### src/rtl/hazard_ctrl_if.sv
// Pipeline <-> hazard unit bundle: ID-stage instruction fields, EX/MEM
// status, and the fence controls plus status returned to the pipeline.
interface hazard_ctrl_if #(
  parameter int PERF_W = 16
);
  // ID-stage instruction fields
  logic [4:0]        rs1_d;
  logic [4:0]        rs2_d;
  logic              rs1_used_d;
  logic              rs2_used_d;
  logic [4:0]        rd_d;
  logic              reg_write_d;
  logic              mem_read_d;
  logic              mem_write_d;
  // EX / MEM status
  logic              branch_taken_e;
  logic              dmem_ready;
  // fence controls
  logic              StallIF;
  logic              StallID;
  logic              FlushD;
  logic              FlushE;
  logic              StallE;
  logic              StallM;
  logic              FlushW;
  logic [1:0]        ForwardAE;
  logic [1:0]        ForwardBE;
  // status
  logic              mem_timeout;
  logic [PERF_W-1:0] stall_cycles;

  modport master (
    output rs1_d, rs2_d, rs1_used_d, rs2_used_d, rd_d, reg_write_d,
           mem_read_d, mem_write_d, branch_taken_e, dmem_ready,
    input  StallIF, StallID, FlushD, FlushE, StallE, StallM, FlushW,
           ForwardAE, ForwardBE, mem_timeout, stall_cycles
  );

  modport slave (
    input  rs1_d, rs2_d, rs1_used_d, rs2_used_d, rd_d, reg_write_d,
           mem_read_d, mem_write_d, branch_taken_e, dmem_ready,
    output StallIF, StallID, FlushD, FlushE, StallE, StallM, FlushW,
           ForwardAE, ForwardBE, mem_timeout, stall_cycles
  );
endinterface

### src/rtl/hazard_ctrl.sv
// Hazard unit for a five-stage pipeline: load-use stalls, taken-branch
// flushes, data-memory wait freeze with sticky timeout, operand forwarding
// and a saturating stall-cycle counter. Fence controls are combinational
// from the local EX/MEM/WB shadows plus same-cycle inputs.
module hazard_ctrl #(
  parameter int MEM_TIMEOUT = 255,
  parameter int PERF_W      = 16
) (
  input  logic         clk,
  input  logic         rst_n,
  hazard_ctrl_if.slave hz
);

  localparam logic [7:0] TIMEOUT_CNT = 8'(MEM_TIMEOUT);

  typedef enum logic {RUN, MWAIT} state_t;

  typedef struct packed {
    logic [4:0] rd;
    logic       we;
    logic       mrd;
    logic       mwr;
    logic [4:0] rs1;
    logic [4:0] rs2;
  } ex_shadow_t;

  typedef struct packed {
    logic [4:0] rd;
    logic       we;
    logic       macc;
  } mem_shadow_t;

  typedef struct packed {
    logic [4:0] rd;
    logic       we;
  } wb_shadow_t;

  state_t            state;
  ex_shadow_t        exSh;
  mem_shadow_t       memSh;
  wb_shadow_t        wbSh;
  logic [7:0]        waitCnt;
  logic              timeoutQ;
  logic [PERF_W-1:0] stallCnt;

  logic       freeze;
  logic       loadUse;
  logic [7:0] waitNext;
  logic       stallIF, stallID, flushD, flushE, stallE, stallM, flushW;
  logic [1:0] fwdA, fwdB;

  // MEM result wins over WB result; x0 is never forwarded.
  function automatic logic [1:0] fwdSel(input logic [4:0] src,
                                        input mem_shadow_t m,
                                        input wb_shadow_t w);
    if (m.we && m.rd != 5'd0 && m.rd == src)      return 2'b10;
    else if (w.we && w.rd != 5'd0 && w.rd == src) return 2'b01;
    else                                          return 2'b00;
  endfunction

  // Hazard detection and fence-control priority: freeze > branch > load-use.
  always_comb begin
    // NOTE: every output of this block gets a default first so no latch is inferred.
    stallIF = 1'b0;
    stallID = 1'b0;
    flushD  = 1'b0;
    flushE  = 1'b0;
    stallE  = 1'b0;
    stallM  = 1'b0;
    flushW  = 1'b0;
    fwdA    = 2'b00;
    fwdB    = 2'b00;

    // The MEM shadow holds while waiting, so macc stays set through MWAIT.
    freeze  = (state == MWAIT || memSh.macc) && !hz.dmem_ready;
    loadUse = exSh.mrd && exSh.rd != 5'd0 &&
              ((hz.rs1_used_d && hz.rs1_d == exSh.rd) ||
               (hz.rs2_used_d && hz.rs2_d == exSh.rd));
    // The first frozen cycle counts as wait cycle 1.
    waitNext = (state == RUN) ? 8'd1 :
               (waitCnt == 8'hFF) ? 8'hFF : waitCnt + 8'd1;

    if (!rst_n) begin
      flushD = 1'b1;
      flushE = 1'b1;
    end else begin
      if (freeze) begin
        stallIF = 1'b1;
        stallID = 1'b1;
        stallE  = 1'b1;
        stallM  = 1'b1;
        flushW  = 1'b1;
      end else if (hz.branch_taken_e) begin
        flushD = 1'b1;
        flushE = 1'b1;
      end else if (loadUse) begin
        stallIF = 1'b1;
        stallID = 1'b1;
        flushE  = 1'b1;
      end
      fwdA = fwdSel(exSh.rs1, memSh, wbSh);
      fwdB = fwdSel(exSh.rs2, memSh, wbSh);
    end
  end

  // Shadow pipeline, wait FSM, timeout flag and stall counter.
  always_ff @(posedge clk) begin
    // NOTE: all state here is a handful of flops, so every register is reset.
    if (!rst_n) begin
      state    <= RUN;
      exSh     <= '0;
      memSh    <= '0;
      wbSh     <= '0;
      waitCnt  <= '0;
      timeoutQ <= 1'b0;
      stallCnt <= '0;
    end else begin
      // NOTE: non-blocking assignments so each shadow samples its pre-edge neighbour.
      if (stallM) begin
        wbSh <= '0;
      end else begin
        wbSh  <= '{rd: memSh.rd, we: memSh.we};
        memSh <= '{rd: exSh.rd, we: exSh.we, macc: exSh.mrd | exSh.mwr};
      end

      if (!stallE) begin
        if (flushE) begin
          exSh <= '0;
        end else begin
          exSh <= '{rd: hz.rd_d, we: hz.reg_write_d, mrd: hz.mem_read_d,
                    mwr: hz.mem_write_d, rs1: hz.rs1_d, rs2: hz.rs2_d};
        end
      end

      state <= freeze ? MWAIT : RUN;
      if (freeze) begin
        waitCnt <= waitNext;
        if (waitNext == TIMEOUT_CNT) timeoutQ <= 1'b1;
      end

      if (stallIF && stallCnt != '1) stallCnt <= stallCnt + 1'b1;
    end
  end

  assign hz.StallIF      = stallIF;
  assign hz.StallID      = stallID;
  assign hz.FlushD       = flushD;
  assign hz.FlushE       = flushE;
  assign hz.StallE       = stallE;
  assign hz.StallM       = stallM;
  assign hz.FlushW       = flushW;
  assign hz.ForwardAE    = fwdA;
  assign hz.ForwardBE    = fwdB;
  assign hz.mem_timeout  = timeoutQ;
  assign hz.stall_cycles = stallCnt;

endmodule

### src/flat_wrapper.sv
// flat-port wrapper written by rule: the top's interface ports become plain ports
module hazard_ctrl_flat 
#(
  parameter int MEM_TIMEOUT = 255,
  parameter int PERF_W      = 16
)
  (clk, rst_n, hz_rs1_d, hz_rs2_d, hz_rs1_used_d, hz_rs2_used_d, hz_rd_d, hz_reg_write_d, hz_mem_read_d, hz_mem_write_d, hz_branch_taken_e, hz_dmem_ready, hz_StallIF, hz_StallID, hz_FlushD, hz_FlushE, hz_StallE, hz_StallM, hz_FlushW, hz_ForwardAE, hz_ForwardBE, hz_mem_timeout, hz_stall_cycles);
  hazard_ctrl_if #(.PERF_W(PERF_W)) hz_i ();
  input  logic clk;
  input  logic rst_n;
  input wire logic [$bits(hz_i.rs1_d)-1:0] hz_rs1_d;
  input wire logic [$bits(hz_i.rs2_d)-1:0] hz_rs2_d;
  input wire logic [$bits(hz_i.rs1_used_d)-1:0] hz_rs1_used_d;
  input wire logic [$bits(hz_i.rs2_used_d)-1:0] hz_rs2_used_d;
  input wire logic [$bits(hz_i.rd_d)-1:0] hz_rd_d;
  input wire logic [$bits(hz_i.reg_write_d)-1:0] hz_reg_write_d;
  input wire logic [$bits(hz_i.mem_read_d)-1:0] hz_mem_read_d;
  input wire logic [$bits(hz_i.mem_write_d)-1:0] hz_mem_write_d;
  input wire logic [$bits(hz_i.branch_taken_e)-1:0] hz_branch_taken_e;
  input wire logic [$bits(hz_i.dmem_ready)-1:0] hz_dmem_ready;
  output wire logic [$bits(hz_i.StallIF)-1:0] hz_StallIF;
  output wire logic [$bits(hz_i.StallID)-1:0] hz_StallID;
  output wire logic [$bits(hz_i.FlushD)-1:0] hz_FlushD;
  output wire logic [$bits(hz_i.FlushE)-1:0] hz_FlushE;
  output wire logic [$bits(hz_i.StallE)-1:0] hz_StallE;
  output wire logic [$bits(hz_i.StallM)-1:0] hz_StallM;
  output wire logic [$bits(hz_i.FlushW)-1:0] hz_FlushW;
  output wire logic [$bits(hz_i.ForwardAE)-1:0] hz_ForwardAE;
  output wire logic [$bits(hz_i.ForwardBE)-1:0] hz_ForwardBE;
  output wire logic [$bits(hz_i.mem_timeout)-1:0] hz_mem_timeout;
  output wire logic [$bits(hz_i.stall_cycles)-1:0] hz_stall_cycles;
  assign hz_i.rs1_d = hz_rs1_d;
  assign hz_i.rs2_d = hz_rs2_d;
  assign hz_i.rs1_used_d = hz_rs1_used_d;
  assign hz_i.rs2_used_d = hz_rs2_used_d;
  assign hz_i.rd_d = hz_rd_d;
  assign hz_i.reg_write_d = hz_reg_write_d;
  assign hz_i.mem_read_d = hz_mem_read_d;
  assign hz_i.mem_write_d = hz_mem_write_d;
  assign hz_i.branch_taken_e = hz_branch_taken_e;
  assign hz_i.dmem_ready = hz_dmem_ready;
  assign hz_StallIF = hz_i.StallIF;
  assign hz_StallID = hz_i.StallID;
  assign hz_FlushD = hz_i.FlushD;
  assign hz_FlushE = hz_i.FlushE;
  assign hz_StallE = hz_i.StallE;
  assign hz_StallM = hz_i.StallM;
  assign hz_FlushW = hz_i.FlushW;
  assign hz_ForwardAE = hz_i.ForwardAE;
  assign hz_ForwardBE = hz_i.ForwardBE;
  assign hz_mem_timeout = hz_i.mem_timeout;
  assign hz_stall_cycles = hz_i.stall_cycles;
  hazard_ctrl #(.MEM_TIMEOUT(MEM_TIMEOUT), .PERF_W(PERF_W)) u_core (.clk(clk), .rst_n(rst_n), .hz(hz_i));
endmodule
### config.mk
export PLATFORM = sky130hd
export DESIGN_NAME = hazard_ctrl_flat
export DESIGN_NICKNAME = d
export VERILOG_FILES = /design/src/rtl/hazard_ctrl_if.sv /design/src/rtl/hazard_ctrl.sv /design/src/flat_wrapper.sv
export SDC_FILE = /design/constraint.sdc
export NUM_CORES = 1
export LEC_CHECK = 0
export CAP_MARGIN = 5
export CORE_ASPECT_RATIO = 0.7
export CORE_UTILIZATION = 47
export DETAILED_ROUTE_END_ITERATION = 16
export GPL_TIMING_DRIVEN = 1
export PLACE_DENSITY = 0.82
export SYNTH_ARGS = -nofsm -noshare
export SYNTH_HDL_FRONTEND = slang
export SYNTH_SLANG_ARGS = --single-unit
### constraint.sdc
create_clock -name clk -period 2.5 [get_ports clk]
set_clock_uncertainty 0.05 [all_clocks]
set_input_delay 0.75 -clock clk [delete_from_list [all_inputs] [get_ports clk]]
set_output_delay 0.75 -clock clk [all_outputs]
set_load 0.01 [all_outputs]
==> results of run 1 <==
cells in the final DEF, fill, tap and decap left out, types with 3 or more instances in the layout:
master,netlist,final
buf_4,5,46
nand3_1,10,9
or4_4,1,3
clkbuf_8,0,12
nor2_1,10,9
dlygate4sd2_1,0,4
buf_2,2,11
xnor2_1,18,9
xor2_1,15,15
a22o_2,12,12
dfxtp_1,57,47
mux2i_1,4,4
o21ai_0,14,13
nand2_1,24,22
buf_8,0,3
o211ai_1,7,7
a21oi_1,11,10
dfxtp_2,0,8
and3_1,12,12
buf_6,3,9
clkdlybuf4s50_1,0,25
xnor2_2,0,7
inv_1,10,9
a22o_1,14,14
nand4_1,4,4
or4_1,8,6
o31ai_1,10,9
power by group:
group / switching (mW) / leakage, nW / internal (mW)
sequential: 0.0294 / 0.468 / 0.931
clock: 0.370 / 0.123 / 0.643
combinational: 0.119 / 1.14 / 0.147
total: 0.518 / 1.73 / 1.72
final cells by class:
class	count	area [um2]	area share, %
Timing Repair Buffer	105	925.9	22.58
Clock inverter	4	73.82	1.800
Inverter	10	40.04	0.9765
Clock buffer	12	165.2	4.028
Sequential cell	57	1159	28.26
Multi-Input combinational cell	208	1647	40.16
Tap cell	72	90.09	2.197
timing repair:
action	in CTS	in global routing
gates resized for setup	110	37
pin swaps	25	30
buffers inserted	4	5
endpoints found under the hold margin	0	0
setup endpoints to repair	27	20
cloned	1	1
sequential cells by signal, indices dropped and copies added, names as in the netlist:
name                    flops
u_core.hz.mem_timeout       1
u_core.state                1
u_core.memSh                7
u_core.exSh                18
u_core.hz.stall_cycles     16
u_core.waitCnt              8
u_core.wbSh                 6
path summary, 6_finish.rpt:
kind                                                              from                                      to  depth (start not counted)
worst max register to register  u_core.hz.stall_cycles[7]$_SDFFE_PN0P_  u_core.hz.stall_cycles[5]$_SDFFE_PN0P_                          7
worst min register to register          u_core.waitCnt[1]$_SDFFE_PN0P_          u_core.waitCnt[1]$_SDFFE_PN0P_                          2
worst max-delay path                      u_core.memSh[2]$_SDFFE_PN0N_                         hz_ForwardBE[0]                          6
worst min-delay path                    u_core.waitCnt[1]$_SDFFE_PN0P_          u_core.waitCnt[1]$_SDFFE_PN0P_                          2
kinds of logic (layout without fill, tap and decap cells):
group | Yosys count | count (layout) | share of synthesized area (%)
AO/OA/AOI/OAI | 80 | 81 | 22.44
XOR/XNOR | 33 | 33 | 10.62
adder cells (fa/ha/maj) | 2 | 2 | 0.9194
buffers and inverters | 25 | 131 | 5.103
flip-flops | 57 | 57 | 41.93
multiplexers | 4 | 4 | 1.471
AND/OR/NAND/NOR | 88 | 88 | 17.52
critical path, delay by kind of cell, from the launching register on:
family,cells,cell delay [ps]
AOI/OAI and AO/OA,1,200
buffers and inverters,2,300
DFF,1,320
and+or+nand+nor,3,810
layer usage:
layer / vias to the layer above / wire (um) / global-route usage [%]
li1: 1270 / - / -
met1: 1330 / 3573 / 34.79
met2: 127 / 4036 / 44.58
met3: 22 / 596 / 8.796
met4: 0 / 206 / 8.077
met5: - / 0 / 0
through the flow:
stage                     cell area [um2]  setup WS (ps)  std cells  utilization, %  hold slack (ps)
final                                4100         -253.9        468           76.00            424.6
after global routing                 4100         -354.4        468           76.00            444.5
after CTS                            3939         -283.9        462           73.01            425.2
after detailed placement             3586         -945.3        441           66.47            416.2
after global placement               3586         -912.4        441           66.47            393.1
after floorplan                      2744         -42.66        289               -            380.6
==> impl_metrics.yaml, run 1 <==
status:
  outcome: "finished, violations left"
  violations: "negative setup slack"
cts:
  cts_buffers: 9
  clkTransAtPathRegs_ps: 60
  insertion_delay_ps: 340
  cts-root-buf: "clkbuf_8"
  h-tree-depth: 3
  clkSinkCount: 57
  cts_buffer_depth: 2
  holdBufCountCts: 0
  cts_tree: "built"
placement:
  routabilityCongestion: 0.8758
  port-buffer-count: 51
  place_hpwl_um: 5097
cells_and_area:
  nFillCells: 358
  areaGrowthSynthToFinish_pct: 50.67
  diodes: 0
  drive_gt1_share_pct: 36.11
  final_net_count: 417
timing:
  max_freq_mhz: 363.1
  maxSlewViolCount: 0
  rsz0062_at_grt: "yes"
  slew_headroom_pct: 64.17
  setup_viol: 7
  worstMarginPinSlew_ps: 536.4
  finalHoldViolCount: 0
  finalSetupTns_ps: -1427
  final.setup.worst_slack_ps: -253.9
  post-route-min-period_ps: 2754
  period_share_pct: 110.2
grt:
  grt_max_degree: 28
  antenna_found_initial: 0
  grt_pass1_wl_um: 12650
  gr-usage-all-layers_pct: 27.38
  gr-total-overflow: 0
  grt_pass1_vias: 2528
die:
  die_x_um: 92.95
  io-pin-count: 52
  start_util_pct: 50.44
  rows: 22
  coreArea_um2: 5395
  die_area_um2: 6104
  die_y_um: 65.67
logic_synthesis:
  synth_ff_type: "dfxtp_1"
  yosysWarnings: 0
  synth_seq_area_share_pct: 41.93
  synth_seq_cells: 57
  yosysMostFrequentCell: "dfxtp_1"
  yosys.area.top_type: "dfxtp_1"
  netlist-cell-type-count: 43
  synthesis.nets: 315
  synth_area_um2: 2721
  synth_common_cells: "dfxtp_1, nand2_1, xnor2_1"
  yosys-top-cells-area: "dfxtp_1, xnor2_1, xor2_1"
  async_flop_share_pct: 0
  synth_top_area_share_pct: 41.93
  synth_cells: 289
  synth_edf_count: 0
  avgSynthCellArea_um2: 9.416
power:
  ir_drop_mv: 0.6278
  p_per_area_nw_per_um2: 545.9
  p_leak_nw: 1.729
  p_total_mw: 2.238
detailed_routing:
  via_count: 2749
  drt_first_pass_iters: 5
  drt_iter0_drc: 188
  drt-total-wl_um: 8413
  drcViolationCount: 0
  viasPerCell: 5.874
  post_drt_wl_per_cell_um: 17.98
  antenna_left: 0
worst_setup_path:
  cp_max_fo: 2
  crit_type: "reg -> out"
  worst_ep_required_time_ps: 1700
  slowest_stage: "or4_4"
  r2r_slack_ps: 160
  cpPeakStageDelay_ps: 540
  crit_path_end_kind: "output port"
  crit_arrival_ps: 1950
  start_kind: "register"
  worstPathCellList: "or4_4 -> o21ai_4 -> buf_6 -> nor4_4 -> nor4_2 -> buf_2"
flow_run:
  max_cap_violations: 0
min_path:
  hp-class: "reg -> reg"
(Power assumes the default switching activity.)
==> inputs of run 2 (changes only) <==
--- a/config.mk
+++ b/config.mk
@@ -10,7 +10,7 @@
 export CORE_UTILIZATION = 47
 export DETAILED_ROUTE_END_ITERATION = 16
 export GPL_TIMING_DRIVEN = 1
-export PLACE_DENSITY = 0.82
+export PLACE_DENSITY = 0.76
 export SYNTH_ARGS = -nofsm -noshare
 export SYNTH_HDL_FRONTEND = slang
 export SYNTH_SLANG_ARGS = --single-unit
==> impl_metrics.yaml, run 2 (synthesis gave the netlist of run 1 again) <==
cells_and_area:
  regArea_um2: 1151
  largest_reg_flops: 18
  final_cell_mix: "dfxtp_1, buf_4, clkdlybuf4s50_1"
  diodes: 0
  drive_gt1_share_pct: 33.25
  areaGrowthSynthToFinish_pct: 44.55
  final_net_count: 409
  final_common_cell: "dfxtp_1"
  regMostFlops: "u_core.exSh"
  multi_input_area_um2: 1622
  nFillCells: 400
detailed_routing:
  post_drt_wl_per_cell_um: 16.55
  drcViolationCount: 0
  drt_iter0_drc: 157
  viasPerCell: 5.693
  antenna_left: 0
  drt_first_pass_iters: 5
  drt-total-wl_um: 7614
  via_count: 2619
grt:
  antenna_found_initial: 0
  grt_max_degree: 27
  grt_pass1_vias: 2440
  grt_pass1_wl_um: 11970
  gr-total-overflow: 0
  gr-usage-all-layers_pct: 26.19
status:
  outcome: "finished, violations left"
  violations: "negative setup slack"
cts:
  cts-root-buf: "clkbuf_8"
  insertion_delay_ps: 330
  h-tree-depth: 3
  cts_buffer_depth: 2
  cts_buffers: 9
  cts_tree: "built"
  clkTransAtPathRegs_ps: 60
  clkSinkCount: 57
worst_setup_path:
  cpPeakStageDelay_ps: 230
  crit_type: "in -> out"
  r2r_slack_ps: 200
  critPathMostFrequentCell: "buf_2"
  cp_max_fo: 2
  crit_arrival_ps: 1920
  start_kind: "input pin"
  worst_ep_required_time_ps: 1700
  reg2reg_depth: 7
  crit_path_end_kind: "output port"
  timing.rr.start: "u_core.exSh[13]$_SDFFE_PN0N_"
  cp_top_family: "compound AO/OA/AOI/OAI gates"
  worstPathCellList: "buf_2 -> xnor2_1 -> nand4_1 -> o22ai_2 -> nand2_2 -> o31ai_4 -> buf_2"
  slowest_stage: "xnor2_1"
  path_buf_inv: 2
  reg2reg_to: "u_core.hz.stall_cycles[5]$_SDFFE_PN0P_"
timing:
  slew_headroom_pct: 71.75
  period_share_pct: 108.9
  finalSetupTns_ps: -1235
  max_freq_mhz: 367.3
  final.setup.worst_slack_ps: -222.4
  worstMarginPinSlew_ps: 423.8
  hold_ws_ps: 408.6
  finalHoldViolCount: 0
  post-route-min-period_ps: 2722
  maxSlewViolCount: 0
  rsz0062_at_grt: "yes"
  setup_viol: 7
die:
  coreArea_um2: 5395
  die_x_um: 92.95
  start_util_pct: 50.44
  die_area_um2: 6104
  rows: 22
  die_y_um: 65.67
  io-pin-count: 52
min_path:
  whs_path_depth: 2
  worstHoldStart: "u_core.waitCnt[1]$_SDFFE_PN0P_"
  hp-class: "reg -> reg"
  hold_end: "u_core.waitCnt[1]$_SDFFE_PN0P_"
placement:
  place_ws_ps: -973.0
  port-buffer-count: 51
  routabilityCongestion: 0.8620
  place_hpwl_um: 5115
power:
  seqPwrFrac_pct: 47.3
  internal_power_mw: 1.522
  clkPwrFrac_pct: 40.5
  p_total_mw: 2.029
  combPwrFrac_pct: 12.2
  ir_drop_mv: 0.2758
  p_per_area_nw_per_um2: 515.7
  power.switching_uw: 506.3
  p_leak_nw: 1.657
  p_sw_share_pct: 24.96
flow_run:
  max_cap_violations: 0
-- run 2: cell count changes in the layout (fill, tap and decap cells not counted), sizes merged, moves of 2 or more --
cell	before	now
dlygate4sd2	4	7
clkinv	2	5
buf	70	65
clkdlybuf4s15	3	1
clkbuf	14	10
-- run 2: per-stage QoR --
step | instances | instance area [um2] | utilization [%]
finish | 460 | 3934 | 72.91
global route | 460 | 3934 | 72.91
CTS | 458 | 3841 | 71.20
detailed placement | 440 | 3578 | 66.33
global placement | 440 | 3578 | 66.33
floorplan | 289 | 2744 | -
-- run 2: worst reg2reg max path, cell delays in order, from the launching register on --
cell      delay, ps
dfxtp_2         360
or4_4           550
o211ai_1        200
a41oi_1          80
a22oi_2         370
buf_4           300
nand2b_1        150
mux2i_1         170
-- run 2: repair_timing --
item	in CTS	in global routing
pin swaps	25	12
setup buffers	2	2
hold buffers	0	0
endpoints found under the setup margin	27	18
gates resized for setup	119	15
-- run 2: power by group through the flow --
stage	Sequential (mW)	Combinational [mW]	Clock [mW]
after floorplan	0.970	0.105	0
after global placement	0.973	0.214	0
after detailed placement	0.973	0.219	0
after CTS	0.956	0.232	0.839
after global routing	0.961	0.262	0.895
final	0.959	0.247	0.822
-- run 2: routing by layer --
metal | global-route usage (%) | wire length, um | vias to the layer above
met5 | 0 | 0 | -
met4 | 10.58 | 160 | 0
met3 | 7.870 | 421 | 16
met2 | 40.90 | 3609 | 99
met1 | 33.88 | 3423 | 1247
li1 | - | - | 1257
-- run 2: final cells by class --
class                           count  share of cell area, %
Inverter                           10                 0.9542
Sequential cell                    57                  29.26
Clock inverter                      6                  1.495
Clock buffer                       10                  3.244
Timing Repair Buffer               98                  21.53
Multi-Input combinational cell    207                  41.22
Tap cell                           72                  2.290
-- run 2: worst max path at each step --
stage                            from              end  depth (start not counted)  slack [ps]
final                     hz_rs1_d[4]       hz_StallID                          7        -220
after global routing      hz_rs1_d[4]       hz_StallID                          7        -290
after CTS                 hz_rs2_d[4]       hz_StallID                          7        -200
after detailed placement        rst_n  hz_ForwardBE[0]                          5        -970
after global placement    hz_rs2_d[0]       hz_StallID                          7        -910
after floorplan           hz_rs2_d[2]       hz_StallIF                          6         -40
